**src/rtl/csi2_pkg.sv**
```systemverilog
// Shared CSI-2 definitions: packet data types, frame controller states and
// the byte-qualifier helper used on the pixel stream.
package csi2_pkg;

    localparam logic [5:0] DT_FS       = 6'h00;
    localparam logic [5:0] DT_FE       = 6'h01;
    localparam logic [5:0] DT_LS       = 6'h02;
    localparam logic [5:0] DT_LE       = 6'h03;
    localparam logic [5:0] DT_LONG_MIN = 6'h10;

    typedef enum logic [1:0] {
        IDLE  = 2'd0,
        FRAME = 2'd1,
        LONG  = 2'd2,
        DROP  = 2'd3
    } frame_state_t;

    // Valid-byte mask for a 32-bit beat given the payload bytes still owed.
    function automatic logic [3:0] keep_mask(input logic [15:0] remaining);
        logic [3:0] mask;
        if (remaining >= 16'd4) begin
            mask = 4'hF;
        end else begin
            case (remaining[1:0])
                2'd1:    mask = 4'h1;
                2'd2:    mask = 4'h3;
                2'd3:    mask = 4'h7;
                default: mask = 4'h0;
            endcase
        end
        return mask;
    endfunction

endpackage

```
**src/rtl/csi2_frame_controller_if.sv**
```systemverilog
// Packet-in / pixel-and-event-out bundle between the CSI-2 receiver and the
// frame controller; master is the controller side.
interface csi2_frame_controller_if #(
    parameter int LINE_W = 12
) ();
    logic [1:0]        virtual_channel;
    logic [15:0]       word_count;
    logic [5:0]        image_data_type;
    logic [31:0]       image_data;
    logic              image_data_enable;
    logic              interrupt;

    logic              frame_active;
    logic              frame_start;
    logic              frame_end;
    logic [15:0]       frame_number;
    logic [LINE_W-1:0] line_count;
    logic [31:0]       pixel_data;
    logic [3:0]        pixel_keep;
    logic              pixel_valid;
    logic              pixel_last;
    logic [5:0]        pixel_data_type;
    logic              err_protocol;
    logic              err_length;

    modport master (
        input  virtual_channel, word_count, image_data_type, image_data,
               image_data_enable, interrupt,
        output frame_active, frame_start, frame_end, frame_number, line_count,
               pixel_data, pixel_keep, pixel_valid, pixel_last, pixel_data_type,
               err_protocol, err_length
    );

    modport slave (
        output virtual_channel, word_count, image_data_type, image_data,
               image_data_enable, interrupt,
        input  frame_active, frame_start, frame_end, frame_number, line_count,
               pixel_data, pixel_keep, pixel_valid, pixel_last, pixel_data_type,
               err_protocol, err_length
    );
endinterface

```
**src/rtl/csi2_frame_controller.sv**
```systemverilog
// Turns the parsed CSI-2 packet stream into frame/line events and a
// byte-qualified pixel stream, flagging sequence and length errors.
module csi2_frame_controller
    import csi2_pkg::*;
#(
    parameter logic [1:0] VC_SELECT     = 2'd0,
    parameter bit         ACCEPT_ALL_VC = 1'b0,
    parameter int         LINE_W        = 12
) (
    input  logic                    i_clock,
    input  logic                    i_reset_n,
    csi2_frame_controller_if.master bus
);

    function automatic logic [LINE_W-1:0] sat_inc(input logic [LINE_W-1:0] v);
        return (&v) ? v : v + LINE_W'(1);
    endfunction

    frame_state_t      r_state;
    logic              r_irq;
    logic              r_ignore;
    logic [15:0]       r_remaining;
    logic              r_frame_active;
    logic              r_frame_start;
    logic              r_frame_end;
    logic [15:0]       r_frame_number;
    logic [LINE_W-1:0] r_line_count;
    logic [31:0]       r_pixel_data;
    logic [3:0]        r_pixel_keep;
    logic              r_pixel_valid;
    logic              r_pixel_last;
    logic [5:0]        r_pixel_data_type;
    logic              r_err_protocol;
    logic              r_err_length;

    logic              w_hdr;
    logic              w_end;
    logic              w_vc_ok;
    logic              w_beat;
    logic [15:0]       w_take;
    logic [15:0]       w_rem_next;

    assign w_hdr      = bus.interrupt & ~r_irq;
    assign w_end      = ~bus.interrupt & r_irq;
    assign w_vc_ok    = ACCEPT_ALL_VC || (bus.virtual_channel == VC_SELECT);
    assign w_beat     = (r_state == LONG) && bus.image_data_enable && !r_ignore;
    assign w_take     = (r_remaining >= 16'd4) ? 16'd4 : r_remaining;
    assign w_rem_next = w_beat ? (r_remaining - w_take) : r_remaining;

    // r_irq resets high so an interrupt still asserted across reset release
    // is not mistaken for a fresh header; a spurious end in IDLE is harmless.
    always_ff @(posedge i_clock or negedge i_reset_n) begin
        if (!i_reset_n) begin
            r_state           <= IDLE;
            r_irq             <= 1'b1;
            r_ignore          <= 1'b0;
            r_remaining       <= '0;
            r_frame_active    <= 1'b0;
            r_frame_start     <= 1'b0;
            r_frame_end       <= 1'b0;
            r_frame_number    <= '0;
            r_line_count      <= '0;
            r_pixel_data      <= '0;
            r_pixel_keep      <= '0;
            r_pixel_valid     <= 1'b0;
            r_pixel_last      <= 1'b0;
            r_pixel_data_type <= '0;
            r_err_protocol    <= 1'b0;
            r_err_length      <= 1'b0;
        end else begin
            r_irq          <= bus.interrupt;
            r_frame_start  <= 1'b0;
            r_frame_end    <= 1'b0;
            r_err_protocol <= 1'b0;
            r_err_length   <= 1'b0;
            r_pixel_valid  <= 1'b0;
            r_pixel_last   <= 1'b0;

            if (w_beat) begin
                r_remaining <= w_rem_next;
                if (r_remaining == 16'd0) begin
                    r_err_length <= 1'b1;
                end else begin
                    r_pixel_valid <= 1'b1;
                    r_pixel_data  <= bus.image_data;
                    r_pixel_keep  <= keep_mask(r_remaining);
                    r_pixel_last  <= (w_rem_next == 16'd0);
                end
            end

            // Packet end takes priority over a header in the same cycle.
            if (w_end) begin
                r_ignore <= 1'b0;
                if (!r_ignore) begin
                    case (r_state)
                        LONG: begin
                            if (w_rem_next != 16'd0) r_err_length <= 1'b1;
                            r_line_count <= sat_inc(r_line_count);
                            r_state      <= FRAME;
                        end
                        DROP:    r_state <= IDLE;
                        default: ;
                    endcase
                end
            end else if (w_hdr) begin
                if (!w_vc_ok) begin
                    r_ignore <= 1'b1;
                end else if (bus.image_data_type == DT_FS) begin
                    if (r_state == FRAME) r_err_protocol <= 1'b1;
                    r_state        <= FRAME;
                    r_frame_active <= 1'b1;
                    r_frame_start  <= 1'b1;
                    r_frame_number <= bus.word_count;
                    r_line_count   <= '0;
                end else if (bus.image_data_type == DT_FE) begin
                    if (r_state == FRAME) begin
                        r_state        <= IDLE;
                        r_frame_active <= 1'b0;
                        r_frame_end    <= 1'b1;
                        if (bus.word_count != r_frame_number) r_err_protocol <= 1'b1;
                    end else begin
                        r_err_protocol <= 1'b1;
                    end
                end else if (bus.image_data_type >= DT_LONG_MIN) begin
                    if (r_state == FRAME) begin
                        r_state           <= LONG;
                        r_remaining       <= bus.word_count;
                        r_pixel_data_type <= bus.image_data_type;
                    end else begin
                        r_state        <= DROP;
                        r_err_protocol <= 1'b1;
                    end
                end else if ((bus.image_data_type == DT_LS) || (bus.image_data_type == DT_LE)) begin
                    if (r_state != FRAME) r_err_protocol <= 1'b1;
                end
            end
        end
    end

    assign bus.frame_active    = r_frame_active;
    assign bus.frame_start     = r_frame_start;
    assign bus.frame_end       = r_frame_end;
    assign bus.frame_number    = r_frame_number;
    assign bus.line_count      = r_line_count;
    assign bus.pixel_data      = r_pixel_data;
    assign bus.pixel_keep      = r_pixel_keep;
    assign bus.pixel_valid     = r_pixel_valid;
    assign bus.pixel_last      = r_pixel_last;
    assign bus.pixel_data_type = r_pixel_data_type;
    assign bus.err_protocol    = r_err_protocol;
    assign bus.err_length      = r_err_length;

endmodule

```
**src/flat_wrapper.sv**
```systemverilog
// flat-port wrapper written by rule: the top's interface ports become plain ports
module csi2_frame_controller_flat import csi2_pkg::*;
#(
    parameter logic [1:0] VC_SELECT     = 2'd0,
    parameter bit         ACCEPT_ALL_VC = 1'b0,
    parameter int         LINE_W        = 12
)
  (i_clock, i_reset_n, bus_virtual_channel, bus_word_count, bus_image_data_type, bus_image_data, bus_image_data_enable, bus_interrupt, bus_frame_active, bus_frame_start, bus_frame_end, bus_frame_number, bus_line_count, bus_pixel_data, bus_pixel_keep, bus_pixel_valid, bus_pixel_last, bus_pixel_data_type, bus_err_protocol, bus_err_length);
  csi2_frame_controller_if #(.LINE_W(LINE_W)) bus_i ();
  input  logic i_clock;
  input  logic i_reset_n;
  input wire logic [$bits(bus_i.virtual_channel)-1:0] bus_virtual_channel;
  input wire logic [$bits(bus_i.word_count)-1:0] bus_word_count;
  input wire logic [$bits(bus_i.image_data_type)-1:0] bus_image_data_type;
  input wire logic [$bits(bus_i.image_data)-1:0] bus_image_data;
  input wire logic [$bits(bus_i.image_data_enable)-1:0] bus_image_data_enable;
  input wire logic [$bits(bus_i.interrupt)-1:0] bus_interrupt;
  output wire logic [$bits(bus_i.frame_active)-1:0] bus_frame_active;
  output wire logic [$bits(bus_i.frame_start)-1:0] bus_frame_start;
  output wire logic [$bits(bus_i.frame_end)-1:0] bus_frame_end;
  output wire logic [$bits(bus_i.frame_number)-1:0] bus_frame_number;
  output wire logic [$bits(bus_i.line_count)-1:0] bus_line_count;
  output wire logic [$bits(bus_i.pixel_data)-1:0] bus_pixel_data;
  output wire logic [$bits(bus_i.pixel_keep)-1:0] bus_pixel_keep;
  output wire logic [$bits(bus_i.pixel_valid)-1:0] bus_pixel_valid;
  output wire logic [$bits(bus_i.pixel_last)-1:0] bus_pixel_last;
  output wire logic [$bits(bus_i.pixel_data_type)-1:0] bus_pixel_data_type;
  output wire logic [$bits(bus_i.err_protocol)-1:0] bus_err_protocol;
  output wire logic [$bits(bus_i.err_length)-1:0] bus_err_length;
  assign bus_i.virtual_channel = bus_virtual_channel;
  assign bus_i.word_count = bus_word_count;
  assign bus_i.image_data_type = bus_image_data_type;
  assign bus_i.image_data = bus_image_data;
  assign bus_i.image_data_enable = bus_image_data_enable;
  assign bus_i.interrupt = bus_interrupt;
  assign bus_frame_active = bus_i.frame_active;
  assign bus_frame_start = bus_i.frame_start;
  assign bus_frame_end = bus_i.frame_end;
  assign bus_frame_number = bus_i.frame_number;
  assign bus_line_count = bus_i.line_count;
  assign bus_pixel_data = bus_i.pixel_data;
  assign bus_pixel_keep = bus_i.pixel_keep;
  assign bus_pixel_valid = bus_i.pixel_valid;
  assign bus_pixel_last = bus_i.pixel_last;
  assign bus_pixel_data_type = bus_i.pixel_data_type;
  assign bus_err_protocol = bus_i.err_protocol;
  assign bus_err_length = bus_i.err_length;
  csi2_frame_controller #(.VC_SELECT(VC_SELECT), .ACCEPT_ALL_VC(ACCEPT_ALL_VC), .LINE_W(LINE_W)) u_core (.i_clock(i_clock), .i_reset_n(i_reset_n), .bus(bus_i));
endmodule
```
**config.mk**
```make
export PLATFORM = sky130hd
export DESIGN_NAME = csi2_frame_controller_flat
export DESIGN_NICKNAME = d
export VERILOG_FILES = /design/src/rtl/csi2_pkg.sv /design/src/rtl/csi2_frame_controller_if.sv /design/src/rtl/csi2_frame_controller.sv /design/src/flat_wrapper.sv
export SDC_FILE = /design/constraint.sdc
export NUM_CORES = 1
export LEC_CHECK = 0
export ABC_AREA = 1
export CAP_MARGIN = 20
export CORE_MARGIN = 5
export CORE_UTILIZATION = 45
export DETAILED_ROUTE_END_ITERATION = 6
export GPL_ROUTABILITY_DRIVEN = 1
export PLACE_DENSITY = 0.81
export SLEW_MARGIN = 40
export SYNTH_ARGS = -nofsm -noshare
export SYNTH_HDL_FRONTEND = slang
export SYNTH_SLANG_ARGS = --single-unit
export TNS_END_PERCENT = 30
```
**constraint.sdc**
```tcl
create_clock -name i_clock -period 3.6 [get_ports i_clock]
set_input_delay 0.72 -clock i_clock [delete_from_list [all_inputs] [get_ports i_clock]]
set_output_delay 0.72 -clock i_clock [all_outputs]
set_load 0.01 [all_outputs]
```
==> flow_summary_export.csv <==
group,metric,value,unit
pwr,p_comb_share,39.8,%
routing,post_drt_wl_per_cell,13.8,um
pwr,leakagePower,0.00304,uW
die,fp.dieH,112,um
synthesis,synth_top_family_by_area,"simple AND/OR/NAND/NOR gates",
synthesis,synth_nets,641,
synthesis,synth_enable_flop_cells,0,
global_route,grtUsageTotal,19.1,%
pwr,peakVddDrop,0.259,mV
pwr,p_sw,1430,uW
synthesis,yosys.area_share.simple,28.5,%
synthesis,netlist_area,0.00467,sq mm
synthesis,yosysWarnings,0,
routing,drtIter0Drc,349,
die,initial_core_util,45.7,%
routing,via_per_inst,4.91,
global_route,grt_pass1_wl,19800,um
synthesis,synth_xor_area_share,2.81,%
global_route,grt-busiest-layer,"met2",
setup_path,cp.required,3.84,ns
die,core,0.0102,sq mm
routing,wirelength,11800,um
layout,fillers,852,
die,dieArea,0.0125,sq mm
layout,syn_to_final_growth,36.0,%
clock_network,numCtsBuffers,9,
global_route,antenna_found_initial,0,
clock_network,path_clk_slew,0.09,ns
pwr,power_frac_seq,42.5,%
timing,fin_worst_skew,0.0153,ns
pwr,clkPwrFrac,17.6,%
timing,max_clock_freq,377,MHz
pwr,p_int,2560,uW
min_path,hp-class,"in -> async",
clock_network,clockBufferDepth,2,
global_route,grt_use_met3,4.18,%
clock_network,cts-resized-gates,0,
layout,stdcell_count,855,
global_route,grt_pass1_vias,4136,
timing,worst_slew_pin_slew,0.599,ns
synthesis,synthCells,577,
routing,vias,4202,
die,rows,37,
place,io_buffers,136,
synthesis,yosys-top-cells-area,"dfrtp_1 51%, nand2_1 16%, inv_1 4.3%, o21ai_0 4.0%, nor2_1 3.8%",
synthesis,yosys.cell_count.top_type,"nand2_1",
synthesis,synth_top_area_share,51.4,%
job,maxCapViolCount,0,
pwr,p_total,3990,uW
layout,antennaDiodeCount,0,
place,gp_congestion,0.874,
synthesis,async_flop_share,100,%
clock_network,cts_tree,"done",
setup_path,path_class,"in -> reg",
routing,ant_nets,0,
layout,nNetsFinal,778,
synthesis,synth_compound_area_share,7.79,%
setup_path,crit_path_end_kind,"flop",
synthesis,synthTopCellsByCount,"203 x nand2_1, 96 x dfrtp_1, 54 x inv_1",
routing,drc_errors,0,
global_route,use_met1,26.2,%
clock_network,htreeDepth,3,
timing,rsz0062_at_grt,"no",
layout,multiInputGateArea,0.00195,sq mm
clock_network,clk_latency,0.36,ns
timing,fin_crit,2.66,ns
synthesis,synth-main-ff-cell,"dfrtp_1",
clock_network,cts_hold_buf,0,
place,hpwlAfterDp,8990,um
setup_path,arrival,2.90,ns
clock_network,postCtsSetupRepairBufs,0,
synthesis,synth-adder-area-share,1.07,%
die,ioPinCount,137,
synthesis,synth_area_per_cell,8.10,sq um
layout,drive_gt1_share,7.23,%
timing,tns,0,ns
timing,hold_violations,0,
synthesis,synth_cell_type_count,37,
setup_path,start_kind,"input port",
setup_path,crit_fanout,11,
global_route,overflow,0,
timing,slew_violations,0,
pwr,power_density,628,mW/mm^2
synthesis,synth_mux_area_share,1.45,%
die,die_w,112,um
synthesis,ys_ff_latch,97,
global_route,grt_max_degree,67,
global_route,use_met2,29.1,%
timing,slew_headroom,59.9,%
clock_network,cts_root_buffer,"clkbuf_8",
pwr,power_switching_share,35.9,%
clock_network,cts.sinks,97,
place,place_inst,839,
synthesis,yosysTopAreaCell,"dfrtp_1",
timing,timing.hold.ws,0.343,ns
routing,drt-pass1-iter-count,4,
status,status,"finished clean",
timing,period_share,73.8,%
layout,regArea,0.00243,sq mm
timing,report.final.setup_viol,0,
synthesis,yosysSeqAreaShare,52.0,%
## power groups by stage
stage                     registers, uW  logic [uW]  clock network (uW)
final                              1700        1590                 704
after floorplan                    1800         684                   0
after global placement             1700        1570                   0
after global routing               1740        1770                 770
after CTS                          1690        1600                 729
after detailed placement           1720        1600                   0
## state kept, by name, summed over array words and instances, names as in the netlist
name / count
u_core.r_ignore: 1
u_core.bus.pixel_valid: 1
u_core.bus.frame_active: 1
u_core.bus.pixel_keep: 4
u_core.bus.pixel_data_type: 6
u_core.bus.line_count: 12
u_core.bus.frame_end: 1
u_core.bus.frame_number: 16
u_core.bus.frame_start: 1
u_core.bus.pixel_last: 1
u_core.bus.pixel_data: 32
u_core.r_state: 2
u_core.r_irq: 1
u_core.r_remaining: 16
u_core.bus.err_protocol: 1
u_core.bus.err_length: 1
## final cells by class
| cell class | instances | area share [%] |
|---|---|---|
| Sequential cell | 97 | 38.2 |
| Multi-Input combinational cell | 407 | 30.7 |
| Timing Repair Buffer | 141 | 22.0 |
| Inverter | 58 | 3.42 |
| Tap cell | 136 | 2.68 |
| Clock buffer | 10 | 2.01 |
| Clock inverter | 6 | 1.02 |
## metrics by stage
step | cell area (sq um) | worst slack [ns] | utilization [%]
after floorplan | 4670 | 1.36 | -
after global placement | 6160 | 0.727 | 60.2
after detailed placement | 6160 | 0.609 | 60.2
after CTS | 6350 | 0.987 | 62.1
after global routing | 6360 | 0.706 | 62.1
final | 6360 | 0.945 | 62.1
## placed cells by master (no fill, tap or decap), drive strengths merged
master and count:
o221ai 1, o21a 2, inv 60, nor4 1
a21boi 1, clkinvlp 1, dfstp 1, conb 1
dfrtp 96, and3 3, nor3 11, buf 6
nor3b 1, bufinv 1, nand3 22, clkinv 2
o21ai 43, clkdlybuf4s50 135, a31oi 2, nand4 8
or2 3, xnor2 4, a21oi 10, o31ai 1
nand2 209, xor2 11, nand3b 1, mux2 6
o22ai 1, ha 4, a211oi 1, o211ai 4
clkbuf 10, nor2 56
## logic make-up after synthesis
logic type,after synthesis
and+or+nand+nor,315
DFF,97
buffers and inverters,73
AOI/OAI and AO/OA,66
xor gates and xnor gates,15
muxes,6
adders and majority gates,4
other,1
## critical path, cell delays in order
cell	delay (ns)
clkdlybuf4s50_1	0.50
inv_1	0.06
ha_1	0.30
inv_1	0.15
nand2_1	0.10
a21oi_1	0.14
nand3_1	0.12
nor2_1	0.48
inv_1	0.14
o21ai_0	0.11
a31oi_1	0.06
## worst paths after layout
| path | startpoint | to | slack (ns) | cells past startpoint |
|---|---|---|---|---|
| worst max-delay path | bus_interrupt | u_core.bus.line_count[5]$_DFFE_PN0P_ | 0.94 | 11 |
| worst min-delay path | i_reset_n | u_core.bus.pixel_data[5]$_DFFE_PN0P_ | 0.34 | 1 |
| worst max register to register | u_core.r_remaining[8]$_DFF_PN0_ | u_core.bus.pixel_keep[0]$_DFFE_PN0P_ | 1.09 | 10 |
| worst min register to register | u_core.bus.pixel_keep[1]$_DFFE_PN0P_ | u_core.bus.pixel_keep[1]$_DFFE_PN0P_ | 0.48 | 2 |
| max in group asynchronous | i_reset_n | u_core.r_irq$_DFF_PN1_ | 2.53 | 2 |
| min in group i_clock | u_core.bus.pixel_keep[1]$_DFFE_PN0P_ | u_core.bus.pixel_keep[1]$_DFFE_PN0P_ | 0.48 | 2 |
## per-layer routing
metal  up-vias  part of all wire [%]
li1       2090                     -
met1      1928                    46
met2       165                    44
met3        19                   7.2
met4         0                   2.1
met5         -                     0
No activity file was read; power rests on OpenSTA's default activity.
